==> src/rtl/servo_setpoint.sv <==
// servo_setpoint: converts angle commands (0..180 deg) into a servo PWM pulse
// width. Each command is scaled to a target width by a sequential divider.
// duty_cycle moves toward that target only at frame boundaries, so it stays
// in step with the downstream PWM counter.
//
// Build option: SERVO_SETPOINT_RAMP_EN
//   defined   - duty_cycle slews toward the target by at most RAMP_STEP per frame
//   undefined - duty_cycle loads the target directly on the next frame_tick
//
// Ports:
//   clk         rising-edge clock
//   rst_n       synchronous, active-low reset
//   cmd_valid   angle command valid
//   cmd_angle   target angle in degrees; values above 180 are clamped to 180
//   cmd_ready   high while idle; a command is taken when valid and ready are both high
//   duty_cycle  pulse width in clocks (PWM duty input)
//   period      frame length in clocks (PWM period input), constant
//   frame_tick  one-cycle pulse on the last clock of each frame
//   at_target   duty_cycle equals the target and no conversion is pending
module servo_setpoint #(
    parameter int unsigned CLK_FREQ  = 25000000,
    parameter int unsigned PWM_FREQ  = 50,
    parameter int unsigned MIN_PULSE = 25000,
    parameter int unsigned MAX_PULSE = 50000,
    parameter int unsigned RAMP_STEP = 2500
) (
    input  logic        clk,
    input  logic        rst_n,
    input  logic        cmd_valid,
    input  logic [7:0]  cmd_angle,
    output logic        cmd_ready,
    output logic [31:0] duty_cycle,
    output logic [31:0] period,
    output logic        frame_tick,
    output logic        at_target
);

    localparam int unsigned PERIOD    = CLK_FREQ / PWM_FREQ;
    localparam int unsigned SPAN      = MAX_PULSE - MIN_PULSE;
    localparam int unsigned MID_PULSE = (MIN_PULSE + MAX_PULSE) / 2;
    localparam int unsigned ANGLE_MAX = 180;
    localparam int unsigned ITER_W    = 6;
    localparam int unsigned LAST_ITER = 32;

    localparam logic [0:0] S_IDLE = 1'b0;
    localparam logic [0:0] S_CALC = 1'b1;

    logic [0:0]        r_state;
    logic [31:0]       r_frame_cnt;
    logic              r_frame_tick;
    logic [7:0]        r_angle;
    logic [31:0]       r_quo;
    logic [31:0]       r_rem;
    logic [ITER_W-1:0] r_iter;
    logic [31:0]       r_target;
    logic [31:0]       r_duty;
    logic              r_cmd_ready;
    logic              r_at_target;

    logic [0:0]        w_state_nxt;
    logic [31:0]       w_frame_nxt;
    logic [7:0]        w_angle_nxt;
    logic [31:0]       w_quo_nxt;
    logic [31:0]       w_rem_nxt;
    logic [ITER_W-1:0] w_iter_nxt;
    logic [31:0]       w_target_nxt;
    logic [31:0]       w_duty_nxt;
    logic [32:0]       w_rem_shift;

    // Frame counter wraps at PERIOD-1; tick is registered to line up with that count
    assign w_frame_nxt = (r_frame_cnt == 32'(PERIOD - 1)) ? 32'd0 : r_frame_cnt + 32'd1;

    // Command FSM and restoring divider: angle*SPAN / 180, one quotient bit per clock
    always_comb begin
        w_state_nxt  = r_state;
        w_angle_nxt  = r_angle;
        w_quo_nxt    = r_quo;
        w_rem_nxt    = r_rem;
        w_iter_nxt   = r_iter;
        w_target_nxt = r_target;
        w_rem_shift  = {r_rem, r_quo[31]};
        case (r_state)
            S_IDLE: begin
                if (cmd_valid && r_cmd_ready) begin
                    w_state_nxt = S_CALC;
                    w_angle_nxt = (cmd_angle > 8'(ANGLE_MAX)) ? 8'(ANGLE_MAX) : cmd_angle;
                    w_iter_nxt  = '0;
                end
            end
            S_CALC: begin
                if (r_iter == '0) begin
                    w_quo_nxt  = 32'(r_angle) * 32'(SPAN);
                    w_rem_nxt  = '0;
                    w_iter_nxt = ITER_W'(1);
                end else begin
                    if (w_rem_shift >= 33'(ANGLE_MAX)) begin
                        w_rem_nxt = 32'(w_rem_shift - 33'(ANGLE_MAX));
                        w_quo_nxt = {r_quo[30:0], 1'b1};
                    end else begin
                        w_rem_nxt = 32'(w_rem_shift);
                        w_quo_nxt = {r_quo[30:0], 1'b0};
                    end
                    w_iter_nxt = r_iter + ITER_W'(1);
                    if (r_iter == ITER_W'(LAST_ITER)) begin
                        w_target_nxt = 32'(MIN_PULSE) + w_quo_nxt;
                        w_state_nxt  = S_IDLE;
                    end
                end
            end
            default: w_state_nxt = S_IDLE;
        endcase
    end

    // Duty update on frame_tick only, from the target as it stood before this edge
    always_comb begin
        w_duty_nxt = r_duty;
        if (r_frame_tick) begin
`ifdef SERVO_SETPOINT_RAMP_EN
            if (r_duty < r_target) begin
                w_duty_nxt = ((r_target - r_duty) > 32'(RAMP_STEP)) ? r_duty + 32'(RAMP_STEP) : r_target;
            end else if (r_duty > r_target) begin
                w_duty_nxt = ((r_duty - r_target) > 32'(RAMP_STEP)) ? r_duty - 32'(RAMP_STEP) : r_target;
            end
`else
            w_duty_nxt = r_target;
`endif
        end
    end

`ifndef SERVO_SETPOINT_RAMP_EN
    logic w_unused_ramp;
    assign w_unused_ramp = ^32'(RAMP_STEP);
`endif

    always_ff @(posedge clk) begin
        if (!rst_n) begin
            r_state      <= S_IDLE;
            r_frame_cnt  <= '0;
            r_frame_tick <= 1'b0;
            r_angle      <= '0;
            r_quo        <= '0;
            r_rem        <= '0;
            r_iter       <= '0;
            r_target     <= 32'(MID_PULSE);
            r_duty       <= 32'(MID_PULSE);
            r_cmd_ready  <= 1'b0;
            r_at_target  <= 1'b0;
        end else begin
            r_state      <= w_state_nxt;
            r_frame_cnt  <= w_frame_nxt;
            r_frame_tick <= (w_frame_nxt == 32'(PERIOD - 1));
            r_angle      <= w_angle_nxt;
            r_quo        <= w_quo_nxt;
            r_rem        <= w_rem_nxt;
            r_iter       <= w_iter_nxt;
            r_target     <= w_target_nxt;
            r_duty       <= w_duty_nxt;
            r_cmd_ready  <= (w_state_nxt == S_IDLE);
            r_at_target  <= (w_duty_nxt == w_target_nxt) && (w_state_nxt == S_IDLE);
        end
    end

    assign cmd_ready  = r_cmd_ready;
    assign duty_cycle = r_duty;
    assign period     = 32'(PERIOD);
    assign frame_tick = r_frame_tick;
    assign at_target  = r_at_target;

endmodule
==> config.mk <==
export PLATFORM = sky130hd
export DESIGN_NAME = servo_setpoint
export DESIGN_NICKNAME = d
export VERILOG_FILES = /design/src/rtl/servo_setpoint.sv
export SDC_FILE = /design/constraint.sdc
export NUM_CORES = 1
export LEC_CHECK = 0
export CAP_MARGIN = 20
export CORE_AREA = 4 4 151 153
export DETAILED_ROUTE_END_ITERATION = 12
export DIE_AREA = 0 0 155 157
export PLACE_DENSITY = 0.82
export SYNTH_ARGS = -nofsm -noshare
export SYNTH_HDL_FRONTEND = slang
export SYNTH_SLANG_ARGS = --single-unit
==> constraint.sdc <==
create_clock -name clk -period 5.9 [get_ports clk]
set_input_delay 0.59 -clock clk [delete_from_list [all_inputs] [get_ports clk]]
set_output_delay 0.59 -clock clk [all_outputs]
set_load 0.01 [all_outputs]
After elaboration in Yosys (flattened, before gate mapping). Index checks and enable logic that the tools add are counted. Widths: inputs -> output; s select.

Multipliers: 1. Bitwise logic cells: 2. Eq/ne operators: 5. Order comparisons: 2. Divide/modulo/power cells: 0. Add/sub/neg operators: 4. Shifts and indexed selects: 0. Reduce and logical (&&, ||, !) cells: 4. Multiplexer cells: 19.

Operators by type and width (number): $mux 32 (10); $eq 32x19->1 const B (2); $ge 33x8->1 const B (1); $add 15x32->32 const A (1); $add 32x1->32 const B (1); $eq 32x32->1 (1); $sub 32x8->32 const B (1); $mul 8x12->20 const B (1); $mux 6 (2); $pmux 6 s2 (1); $gt 8x8->1 const B (1); $mux 8 (1); $add 6x1->6 const B (1); $eq 6x6->1 const B (1); $logic_not 6->1 (1); $mux 1 (4); $logic_and 1x1->1 (2); $ne 2x2->1 const B (1); $not 1->1 (2); $pmux 1 s2 (1); $reduce_and 2->1 (1).

Bits in latches: 0. Memory bits (read-only): 0. Flip-flop bits (word level): 178. RAM bits: 0. Memories: 0.

Depth between registers and ports, before layout. Gate-level depths: netlist of the first run.

Depth after elaboration: 10. Mapped depth: 16. Mapped depth without buffers: 16.

Worst setup path before layout of the first run. OpenSTA, ideal clock, no wires.

Path kind: register -> register. Start point: register r_angle[2]. End point: register r_quo[22]. Data required time: 5783 ps. Path slack: 1958 ps. Stages on the path, launching flop included: 14. Library setup time: 117 ps. Data arrival time: 3824 ps. Cells stage by stage: dfxtp_1 -> ha_1 -> ha_1 -> inv_1 -> fa_1 -> inv_1 -> fa_1 -> ha_1 -> a21oi_1 -> o21ai_1 -> a31o_2 -> o41ai_1 -> o211ai_1 -> a32o_1.

Longest elaborated chain between the ends: 2.

RTL lines: start, declared (RTL line 51) `logic [7:0] r_angle;`; start signal, assigned (RTL line 152) `r_angle <= w_angle_nxt;`; $mul 8x12->20 (RTL line 92) `w_quo_nxt = 32'(r_angle) * 32'(SPAN);`; $mux 32 (RTL line 91) `if (r_iter == '0) begin`; end signal, assigned (RTL line 153) `r_quo <= w_quo_nxt;`; end, declared (RTL line 52) `logic [31:0] r_quo;`.

No other way between the ends. A chain may end at the register's enable or synchronous reset.

Worst setup path in the final report of the first run.
Start point: register r_angle[2]. End point: register r_quo[20].

The elaborated chain is that of the path after synthesis.

==> impl_metrics.env, run 1 <==
export IMPL_wl_per_cell_um=16.6
export IMPL_drc_errors=0
export IMPL_yosys_area_top_type="dfxtp_1"
export IMPL_clock_skew_ns=0.0146
export IMPL_dieArea_um2=24300
export IMPL_fin_area_um2=12700
export IMPL_hold_violations=0
export IMPL_rows=54
export IMPL_r2r_setup_slack_ns=1.37
export IMPL_leakage_nw=4.77
export IMPL_async_reset_ff_share_pct=0
export IMPL_synth_xor_area_share_pct=8.75
export IMPL_grt_max_degree=86
export IMPL_synth_top_area_share_pct=30.7
export IMPL_fin_nets=1513
export IMPL_synthCells=1441
export IMPL_tritoncts="done"
export IMPL_final_max_slew_viol_count=0
export IMPL_ys_warn_count=0
export IMPL_worst_pin_slew_ns=1.10
export IMPL_fp_coreArea_um2=21600
export IMPL_worstPathRequired_ns=6.19
export IMPL_crit_fanout=5
export IMPL_relSlewSlack_pct=26.1
export IMPL_vias=10300
export IMPL_clock_path_buffers=2
export IMPL_n_antenna_cell=0
export IMPL_grt_pass1_vias=9665
export IMPL_ctsHoldBuffers=0
export IMPL_setup_viol=0
export IMPL_power_mw=2.74
export IMPL_areaGrowthSynthToFinish_pct=9.07
export IMPL_timing_fmax_mhz=221
export IMPL_cts_resized=0
export IMPL_fin_util_pct=58.8
export IMPL_cp_start_kind="flop"
export IMPL_grt_setup_unrepaired="no"
export IMPL_ioPinCount=78
export IMPL_gr_total_overflow=0
export IMPL_drt_initial_drc_count=991
export IMPL_synthTopCellsByArea="dfxtp_1 31%, ha_1 6.4%, nor2_1 5.5%"
export IMPL_synthMuxAreaShare_pct=3.13
export IMPL_cts_sinks=178
export IMPL_track_usage_pct=23.3
export IMPL_crit_chain="ha_1 > ha_1 > inv_1 > fa_1 > inv_1 > fa_1 > ha_1 > a21oi_1 > o21ai_1 > a31o_2 > o41ai_1 > a211oi_1 > a31oi_1 > o22ai_1"
export IMPL_synth_compound_area_share_pct=19.9
export IMPL_crit_arrival_ns=4.82
export IMPL_gp_congestion=0.879
export IMPL_slowest_stage="o41ai_1"
export IMPL_powerDensity_nw_per_um2=216
export IMPL_grt_pass1_wl_um=47600
export IMPL_placed_cells=1691
export IMPL_crit_top_cell="ha_1"
export IMPL_place_port_buffers=45
export IMPL_placed_area_um2=12000
export IMPL_root_buffer="clkbuf_16"
export IMPL_vias_per_cell=5.98
export IMPL_synth_top_family_by_area="simple AND/OR/NAND/NOR gates"
export IMPL_yosys_most_used_dff="dfxtp_1"
export IMPL_initial_core_util_pct=53.9
export IMPL_whs_ns=0.447
export IMPL_drive_gt1_share_pct=5.47
export IMPL_final_instance_count_excl_fill=1724
export IMPL_hold_class="reg2reg"
export IMPL_yosys_register_bits=178
export IMPL_clk_insertion_delay_late_ns=0.44
export IMPL_crit_path_end_kind="flop"
export IMPL_maxCapViolations=0
export IMPL_postRouteAntennaNets=0
export IMPL_antenna_found_initial=2
export IMPL_synth_distinct_cells=86
export IMPL_min_period_over_period_pct=76.8
export IMPL_status="finished, final reports clean"
export IMPL_layout_commonest_cell="dfxtp_1"
export IMPL_finalSetupTns_ns=0
export IMPL_first_pass_iters=5
export IMPL_fin_crit_ns=4.53
export IMPL_cts_buffers=17
export IMPL_drt_wl_total_um=28500
export IMPL_dieWidth_um=155
export IMPL_cp_slowest_stage_delay_ns=0.83
export IMPL_cts_clk_slew_worst_paths_ns=0.07
export IMPL_synth_simple_area_share_pct=21.8
export IMPL_synth_avg_cell_area_um2=8.06
export IMPL_critical_path_class="reg2reg"
export IMPL_die_y_um=157
export IMPL_layout_setup_ws_ns=1.37
export IMPL_dp_hpwl_um=20000
export IMPL_ir_drop_mv=0.151
export IMPL_synthesis_area_um2=11600
export IMPL_postCtsSetupBuffers=0
export IMPL_synthAdderAreaFrac_pct=8.42
export IMPL_final_cell_mix="176 x dfxtp_1, 168 x nor2_1, 138 x nand2_1"
export IMPL_synth_edf_count=0
export IMPL_yosysSeqAreaShare_pct=30.7
export IMPL_htree_num_levels=4
export IMPL_pre_cts_ws_ns=1.53
layer usage:
metal | GRT usage (%) | share of wire, % | vias to the layer above
met2 | 37.9 | 47 | 359
met5 | 0 | 0.042 | -
met1 | 30.8 | 43 | 4845
met3 | 4.73 | 6.8 | 72
li1 | - | - | 5032
met4 | 8.54 | 3.2 | 2
critical path, delay by kind of cell, from the launching register on:
kind | cells | cell delay [ns]
buffers and inverters | 2 | 0.12
AO/OA/AOI/OAI | 7 | 1.90
flip-flops | 1 | 0.44
adder cells (fa/ha/maj) | 5 | 1.93
layout make-up:
cell class	instances	area (um^2)
clock inverter	14	168
timing repair buffer	56	533
sequential	178	3570
tap	280	350
inverter	68	256
multi-input combinational	1110	7350
clock buffer	18	450
fill	1857	8880
cell usage after synthesis, types with 7 or more instances:
cell         n
o22ai_1     13
clkbuf_1    59
xnor2_1     66
and4_1       8
nor4_1      13
a2bb2oi_1    9
nor2b_1     10
a31oi_1     12
nand3_1     43
buf_2       13
xor2_1      32
o21ai_1     15
nand4_1     17
nor2_1     169
mux2i_1     33
and3_1      10
ha_1        59
and2_1      17
a21oi_1     90
a311oi_1    13
a211oi_1    23
a21o_1       8
a22oi_1     12
nand2b_1    15
nand2_1    138
a221oi_1     7
dfxtp_1    178
nor3_1      26
buf_4       34
inv_1       66
fa_1        12
o211ai_1    19
buf_1        7
o21ai_0     58
nor4b_1      8
or3_1       11
registers in the layout (all words and copies together), names as in the netlist:
signal       count
duty_cycle      32
r_frame_cnt     32
r_quo           32
r_rem           32
r_target        32
r_angle          8
r_iter           6
at_target        1
cmd_ready        1
frame_tick       1
r_state          1
logic make-up after synthesis:
family / Yosys count
other: 2
AOI/OAI and AO/OA: 345
muxes: 36
DFF: 178
buffers and inverters: 183
xor gates and xnor gates: 105
and+or+nand+nor: 521
adders and majority gates: 71
path summary, 6_finish.rpt:
kind	startpoint	to	cells after the start
max	r_angle[2]	r_quo[20]	14
min reg2reg	r_rem[31]	r_rem[31]	2
min	r_rem[31]	r_rem[31]	2
max reg2reg	r_angle[2]	r_quo[20]	14
where the power goes:
group | switching, mW | leakage, nW | internal, mW
clock network | 0.534 | 0.297 | 0.664
registers | 0.0297 | 1.44 | 1.22
logic | 0.185 | 3.03 | 0.110
total | 0.748 | 4.77 | 1.99
Note: power is estimated with default switching activity, not from simulation.
==> run 2, diff against run 1 <==
--- a/config.mk
+++ b/config.mk
@@ -9,7 +9,7 @@
 export CORE_AREA = 4 4 151 153
 export DETAILED_ROUTE_END_ITERATION = 12
 export DIE_AREA = 0 0 155 157
-export PLACE_DENSITY = 0.82
+export PLACE_DENSITY = 0.85
 export SYNTH_ARGS = -nofsm -noshare
 export SYNTH_HDL_FRONTEND = slang
 export SYNTH_SLANG_ARGS = --single-unit
==> constraint.sdc (replaced) <==
create_clock -name clk -period 3.6 [get_ports clk]
set_input_delay 0.36 -clock clk [delete_from_list [all_inputs] [get_ports clk]]
set_output_delay 0.36 -clock clk [all_outputs]
set_load 0.01 [all_outputs]
==> run 2 against run 1 <==
Compared with the run above: the run now ends with negative setup slack left; combinational power up 99%; global-route usage grew 1.2 points; largest power group unchanged; setup slack got worse by 1.4 ns; highest routed layer is now met4; via count grew 5.4%; flip-flop and latch count unchanged; sequential power grew 64%; hold slack worse by 0.0015 ns.
==> impl_metrics.env, run 2 (same netlist as run 1, synthesis figures left out) <==
export IMPL_status="finished with violations"
export IMPL_violations="negative setup slack"
export IMPL_whs_ns=0.446
export IMPL_drive_gt1_share_pct=10.2
export IMPL_root_buffer="clkbuf_16"
export IMPL_whs_path_depth=2
export IMPL_clk_insertion_delay_late_ns=0.45
export IMPL_crit_chain="buf_4 > ha_4 > ha_1 > inv_1 > fa_1 > inv_1 > ha_4 > ha_4 > nor3_4 > o21ai_4 > a31o_4 > o41ai_4 > o211ai_1 > a32o_1"
export IMPL_grt_pass1_vias=10100
export IMPL_drt_initial_drc_count=1159
export IMPL_drt_wl_total_um=31100
export IMPL_tritoncts="done"
export IMPL_slowest_stage="fa_1"
export IMPL_crit_top_cell="ha_4"
export IMPL_cts_buffers=17
export IMPL_areaGrowthSynthToFinish_pct=13.9
export IMPL_p_switching_mw=1.31
export IMPL_clock_skew_ns=0.0156
export IMPL_r2r_setup_slack_ns=-0.02
export IMPL_cts_clk_slew_worst_paths_ns=0.08
export IMPL_leakage_nw=4.97
export IMPL_crit_arrival_ns=3.94
export IMPL_vias_per_cell=6.17
export IMPL_grt_setup_unrepaired="yes"
export IMPL_n_antenna_cell=0
export IMPL_rows=54
export IMPL_cp_top_family="adder cells"
export IMPL_grt_pass1_wl_um=49800
export IMPL_final_instance_count_excl_fill=1760
export IMPL_cellInternalPower_mw=3.27
export IMPL_ioPinCount=78
export IMPL_path_buf_inv=3
export IMPL_cts_sinks=178
export IMPL_clkPwrFrac_pct=42.4
export IMPL_combPwrFrac_pct=12.8
export IMPL_power_frac_seq_pct=44.8
export IMPL_placed_area_um2=12300
export IMPL_relSlewSlack_pct=47.8
export IMPL_die_y_um=157
export IMPL_cp_start_kind="flop"
export IMPL_dieArea_um2=24300
export IMPL_place_port_buffers=45
export IMPL_r2r_end="r_quo[22]"
export IMPL_rr_worst_depth=14
export IMPL_antenna_found_initial=0
export IMPL_cp_slowest_stage_delay_ns=0.53
export IMPL_fin_nets=1549
export IMPL_placed_cells=1723
export IMPL_gr_total_overflow=0
export IMPL_crit_fanout=5
export IMPL_final_max_slew_viol_count=0
export IMPL_hold_violations=0
export IMPL_setup_viol=2
export IMPL_wl_per_cell_um=17.7
export IMPL_final_cell_mix="169 x dfxtp_1, 167 x nor2_1, 138 x nand2_1"
export IMPL_vias=10900
export IMPL_drc_errors=0
export IMPL_maxCapViolations=0
export IMPL_track_usage_pct=24.5
export IMPL_fin_crit_ns=3.62
export IMPL_dieWidth_um=155
export IMPL_initial_core_util_pct=53.9
export IMPL_layout_setup_ws_ns=-0.0173
export IMPL_postRouteAntennaNets=0
export IMPL_power_mw=4.57
export IMPL_layout_commonest_cell="dfxtp_1"
export IMPL_grt_max_degree=57
export IMPL_htree_num_levels=4
export IMPL_timing_fmax_mhz=276
export IMPL_fin_area_um2=13200
export IMPL_ir_drop_mv=0.262
export IMPL_hold_class="reg2reg"
export IMPL_min_from="r_rem[31]"
export IMPL_first_pass_iters=6
export IMPL_holdPathEnd="r_rem[31]"
export IMPL_timing_rr_start="r_angle[2]"
export IMPL_worstPathRequired_ns=3.92
export IMPL_fp_coreArea_um2=21600
export IMPL_crit_path_end_kind="flop"
export IMPL_worst_pin_slew_ns=0.779
export IMPL_clock_path_buffers=2
export IMPL_critical_path_class="reg2reg"
export IMPL_gp_congestion=0.894
export IMPL_powerDensity_nw_per_um2=345
export IMPL_min_period_over_period_pct=100
export IMPL_dp_hpwl_um=20900
export IMPL_p_sw_share_pct=28.6
==> run 2: timing repair <==
| item | in CTS | in global routing |
|---|---|---|
| pin swaps | 17 | 25 |
| gates cloned | 0 | 0 |
| setup buffers | 2 | 3 |
| resized for setup | 16 | 27 |
| hold buffers | 0 | 0 |
| endpoints found under the setup margin | 8 | 8 |
==> run 2: per-stage QoR <==
step / TNS, ns / setup WS, ns / utilization (%)
6_report: -0.0213 / -0.0173 / 61.4
5_1_grt: -0.286 / -0.0941 / 61.4
4_1_cts: -0.0820 / -0.0358 / 60.6
3_5_place_dp: -0.584 / -0.148 / 57.2
3_3_place_gp: -0.0658 / -0.0391 / 57.2
2_1_floorplan: 0 / 0.0212 / -
==> run 2: layout make-up <==
cell class	instances	area [um^2]
fillers	1738	8310
multi-input cells	1110	7620
flip-flops and latches	178	3580
repair buffers	92	828
clock buffers	18	450
well taps	280	350
inverters	68	256
clock inverters	14	159
==> run 2: power by group through the flow <==
stage | combinational, mW | sequential (mW) | clock (mW)
CTS | 0.530 | 2.05 | 1.94
global route | 0.634 | 2.05 | 2.03
finish | 0.586 | 2.05 | 1.94
floorplan | 0.394 | 2.07 | 0
detailed placement | 0.505 | 2.09 | 0
global placement | 0.493 | 2.09 | 0
==> run 2: worst max-delay path by stage <==
stage	start	endpoint	slack, ns	cells after the start
floorplan	r_angle[6]	r_quo[20]	0.02	15
global placement	r_angle[2]	r_quo[19]	-0.04	15
detailed placement	r_angle[4]	r_quo[19]	-0.15	15
CTS	r_angle[4]	r_quo[20]	-0.04	14
global route	r_angle[4]	r_quo[22]	-0.09	11
finish	r_angle[2]	r_quo[22]	-0.02	14
==> run 2: routing by layer <==
metal | part of all wire [%] | wire length, um | global-route usage [%] | vias to the layer above
li1 | - | - | - | 5117
met5 | 0 | 0 | 0 | -
met2 | 47 | 14700 | 41.2 | 514
met1 | 42 | 13000 | 31.4 | 5131
met4 | 3.8 | 1200 | 9.88 | 0
met3 | 7.3 | 2270 | 4.32 | 101
==> run 2: worst reg2reg max path, cell delays in order (launching register included) <==
cell and delay [ns]:
dfxtp_2 0.34, buf_4 0.16, ha_4 0.24, ha_1 0.27, inv_1 0.05, fa_1 0.53, inv_1 0.07, ha_4 0.25
ha_4 0.18, nor3_4 0.28, o21ai_4 0.11, a31o_4 0.25, o41ai_4 0.34, o211ai_1 0.17, a32o_1 0.27
==> run 3, diff against run 2 <==
--- a/config.mk
+++ b/config.mk
@@ -6,10 +6,12 @@
 export NUM_CORES = 1
 export LEC_CHECK = 0
 export CAP_MARGIN = 20
-export CORE_AREA = 4 4 151 153
+export CELL_PAD_IN_SITES_DETAIL_PLACEMENT = 1
+export CELL_PAD_IN_SITES_GLOBAL_PLACEMENT = 1
+export CORE_AREA = 4 4 174 176
 export DETAILED_ROUTE_END_ITERATION = 12
-export DIE_AREA = 0 0 155 157
-export PLACE_DENSITY = 0.85
+export DIE_AREA = 0 0 178 180
+export PLACE_DENSITY = 0.84
 export SYNTH_ARGS = -nofsm -noshare
 export SYNTH_HDL_FRONTEND = slang
 export SYNTH_SLANG_ARGS = --single-unit
==> run 3 against run 2 <==
Compared with the run above: combinational power up 18%; the run still ends with negative setup slack left; critical path depth decreased by 1; sequential power about the same; critical path type unchanged; largest cell class unchanged; sequential share of layout area fell by 0.73 points; final area rose by 2.5%; highest routed layer unchanged; clock skew up 0.0014 ns.
==> impl_metrics.env, run 3 (same netlist as run 1, synthesis figures left out) <==
export IMPL_status="finished with violations"
export IMPL_violations="negative setup slack"
export IMPL_fin_nets=1560
export IMPL_hold_violations=0
export IMPL_cts_buffers=17
export IMPL_final_max_slew_viol_count=0
export IMPL_maxCapViolations=0
export IMPL_postRouteAntennaNets=0
export IMPL_clock_skew_ns=0.0170
export IMPL_cp_start_kind="flop"
export IMPL_min_from="r_rem[31]"
export IMPL_clock_path_buffers=2
export IMPL_tritoncts="done"
export IMPL_gr_total_overflow=0
export IMPL_drt_wl_total_um=39500
export IMPL_worstPathRequired_ns=3.94
export IMPL_r2r_end="r_quo[22]"
export IMPL_finalSetupTns_ns=-1.53
export IMPL_crit_path_end_kind="flop"
export IMPL_ctsHoldBuffers=0
export IMPL_pre_cts_ws_ns=-0.224
export IMPL_gp_congestion=0.851
export IMPL_n_antenna_cell=0
export IMPL_ioPinCount=78
export IMPL_first_pass_iters=5
export IMPL_final_cell_mix="173 x dfxtp_1, 165 x nor2_1, 138 x nand2_1"
export IMPL_dieArea_um2=32000
export IMPL_areaGrowthSynthToFinish_pct=16.8
export IMPL_dieWidth_um=178
export IMPL_rr_worst_depth=13
export IMPL_grt_pass1_vias=11300
export IMPL_min_period_over_period_pct=109
export IMPL_holdPathEnd="r_rem[31]"
export IMPL_drt_initial_drc_count=930
export IMPL_track_usage_pct=23.7
export IMPL_r2r_setup_slack_ns=-0.32
export IMPL_timing_fmax_mhz=255
export IMPL_relSlewSlack_pct=51.2
export IMPL_fp_coreArea_um2=28600
export IMPL_dp_hpwl_um=25100
export IMPL_clk_insertion_delay_late_ns=0.45
export IMPL_vias=11200
export IMPL_htree_num_levels=4
export IMPL_grt_setup_unrepaired="yes"
export IMPL_ir_drop_mv=0.354
export IMPL_fin_crit_ns=3.92
export IMPL_grt_max_degree=56
export IMPL_die_y_um=180
export IMPL_antenna_found_initial=0
export IMPL_initial_core_util_pct=40.6
export IMPL_place_port_buffers=45
export IMPL_setup_viol=8
export IMPL_root_buffer="clkbuf_16"
export IMPL_drc_errors=0
export IMPL_hold_class="reg2reg"
export IMPL_leakage_nw=5.05
export IMPL_layout_commonest_cell="dfxtp_1"
export IMPL_drive_gt1_share_pct=11.6
export IMPL_layout_setup_ws_ns=-0.319
export IMPL_powerDensity_nw_per_um2=348
export IMPL_cts_clk_slew_worst_paths_ns=0.08
export IMPL_wl_per_cell_um=21.0
export IMPL_whs_path_depth=2
export IMPL_crit_arrival_ns=4.26
export IMPL_timing_rr_start="r_angle[4]"
export IMPL_worst_pin_slew_ns=0.732
export IMPL_cts_sinks=178
export IMPL_grt_pass1_wl_um=61700
export IMPL_critical_path_class="reg2reg"
export IMPL_fillers=3354
export IMPL_vias_per_cell=5.99
export IMPL_rows=62
export IMPL_crit_fanout=4
## run 3: cell count changes in the layout (fill, tap and decap cells not counted), moves of 4 or more
cell | previous run | this run
a21oi_1 | 86 | 82
dfxtp_1 | 169 | 173
buf_6 | 0 | 6
ha_4 | 12 | 16
clkinv_2 | 1 | 5
buf_4 | 45 | 50
## run 3: layer usage
metal | vias up | wire length [um] | global-route usage, %
met3 | 134 | 2290 | 3.82
met5 | - | 0 | 0
li1 | 5153 | - | -
met2 | 445 | 19000 | 39.6
met4 | 0 | 1900 | 11.3
met1 | 5497 | 16300 | 29.7
## run 3: metrics by stage
step	hold WS [ns]	power (mW)	instance area, um^2	cells	utilization (%)
4_1_cts	0.461	4.65	13400	1871	46.7
6_report	0.454	4.73	13600	1875	47.4
2_1_floorplan	0.426	2.46	11800	1471	-
3_3_place_gp	0.435	2.60	12500	1836	43.8
3_5_place_dp	0.451	2.63	12500	1836	43.8
5_1_grt	0.483	4.89	13600	1875	47.4
## run 3: report_power, final
group	total, mW	switching (mW)	leakage, nW	internal, mW
Sequential	2.05	0.0536	1.44	2.00
Clock	1.99	0.883	0.299	1.10
Combinational	0.694	0.416	3.31	0.279
## run 3: cell type report
cell class | count | area, um^2 | area share [%]
Multi-Input combinational cell | 1110 | 7730 | 56.9
Sequential cell | 178 | 3570 | 26.3
Timing Repair Buffer | 103 | 933 | 6.87
Tap cell | 384 | 480 | 3.54
Clock buffer | 17 | 425 | 3.13
Inverter | 68 | 256 | 1.89
Clock inverter | 15 | 179 | 1.32
## run 3: worst max path at each step
stage / start / endpoint / slack, ns / cells after the start
after floorplan: r_angle[6] / r_quo[20] / 0.02 / 15
after global placement: r_angle[2] / r_quo[21] / -0.04 / 15
after detailed placement: r_angle[2] / r_quo[21] / -0.22 / 15
after CTS: r_angle[4] / r_quo[19] / -0.06 / 15
after global routing: r_angle[4] / r_quo[22] / -0.37 / 13
final: r_angle[4] / r_quo[22] / -0.32 / 13
## run 3: critical path: stages, from the launching register on
cell	delay, ns
dfxtp_2	0.37
buf_4	0.16
ha_4	0.21
fa_1	0.55
fa_1	0.44
ha_1	0.33
ha_4	0.21
nor3_4	0.23
o21ai_4	0.11
a31o_4	0.26
o41ai_4	0.36
buf_4	0.17
o211ai_1	0.11
a32o_2	0.27
## run 3: timing repair
action,CTS,global route
endpoints found under the setup margin,8,10
pin swaps,15,20
endpoints found under the hold margin,0,0
resized for setup,29,34
buffers inserted,3,5
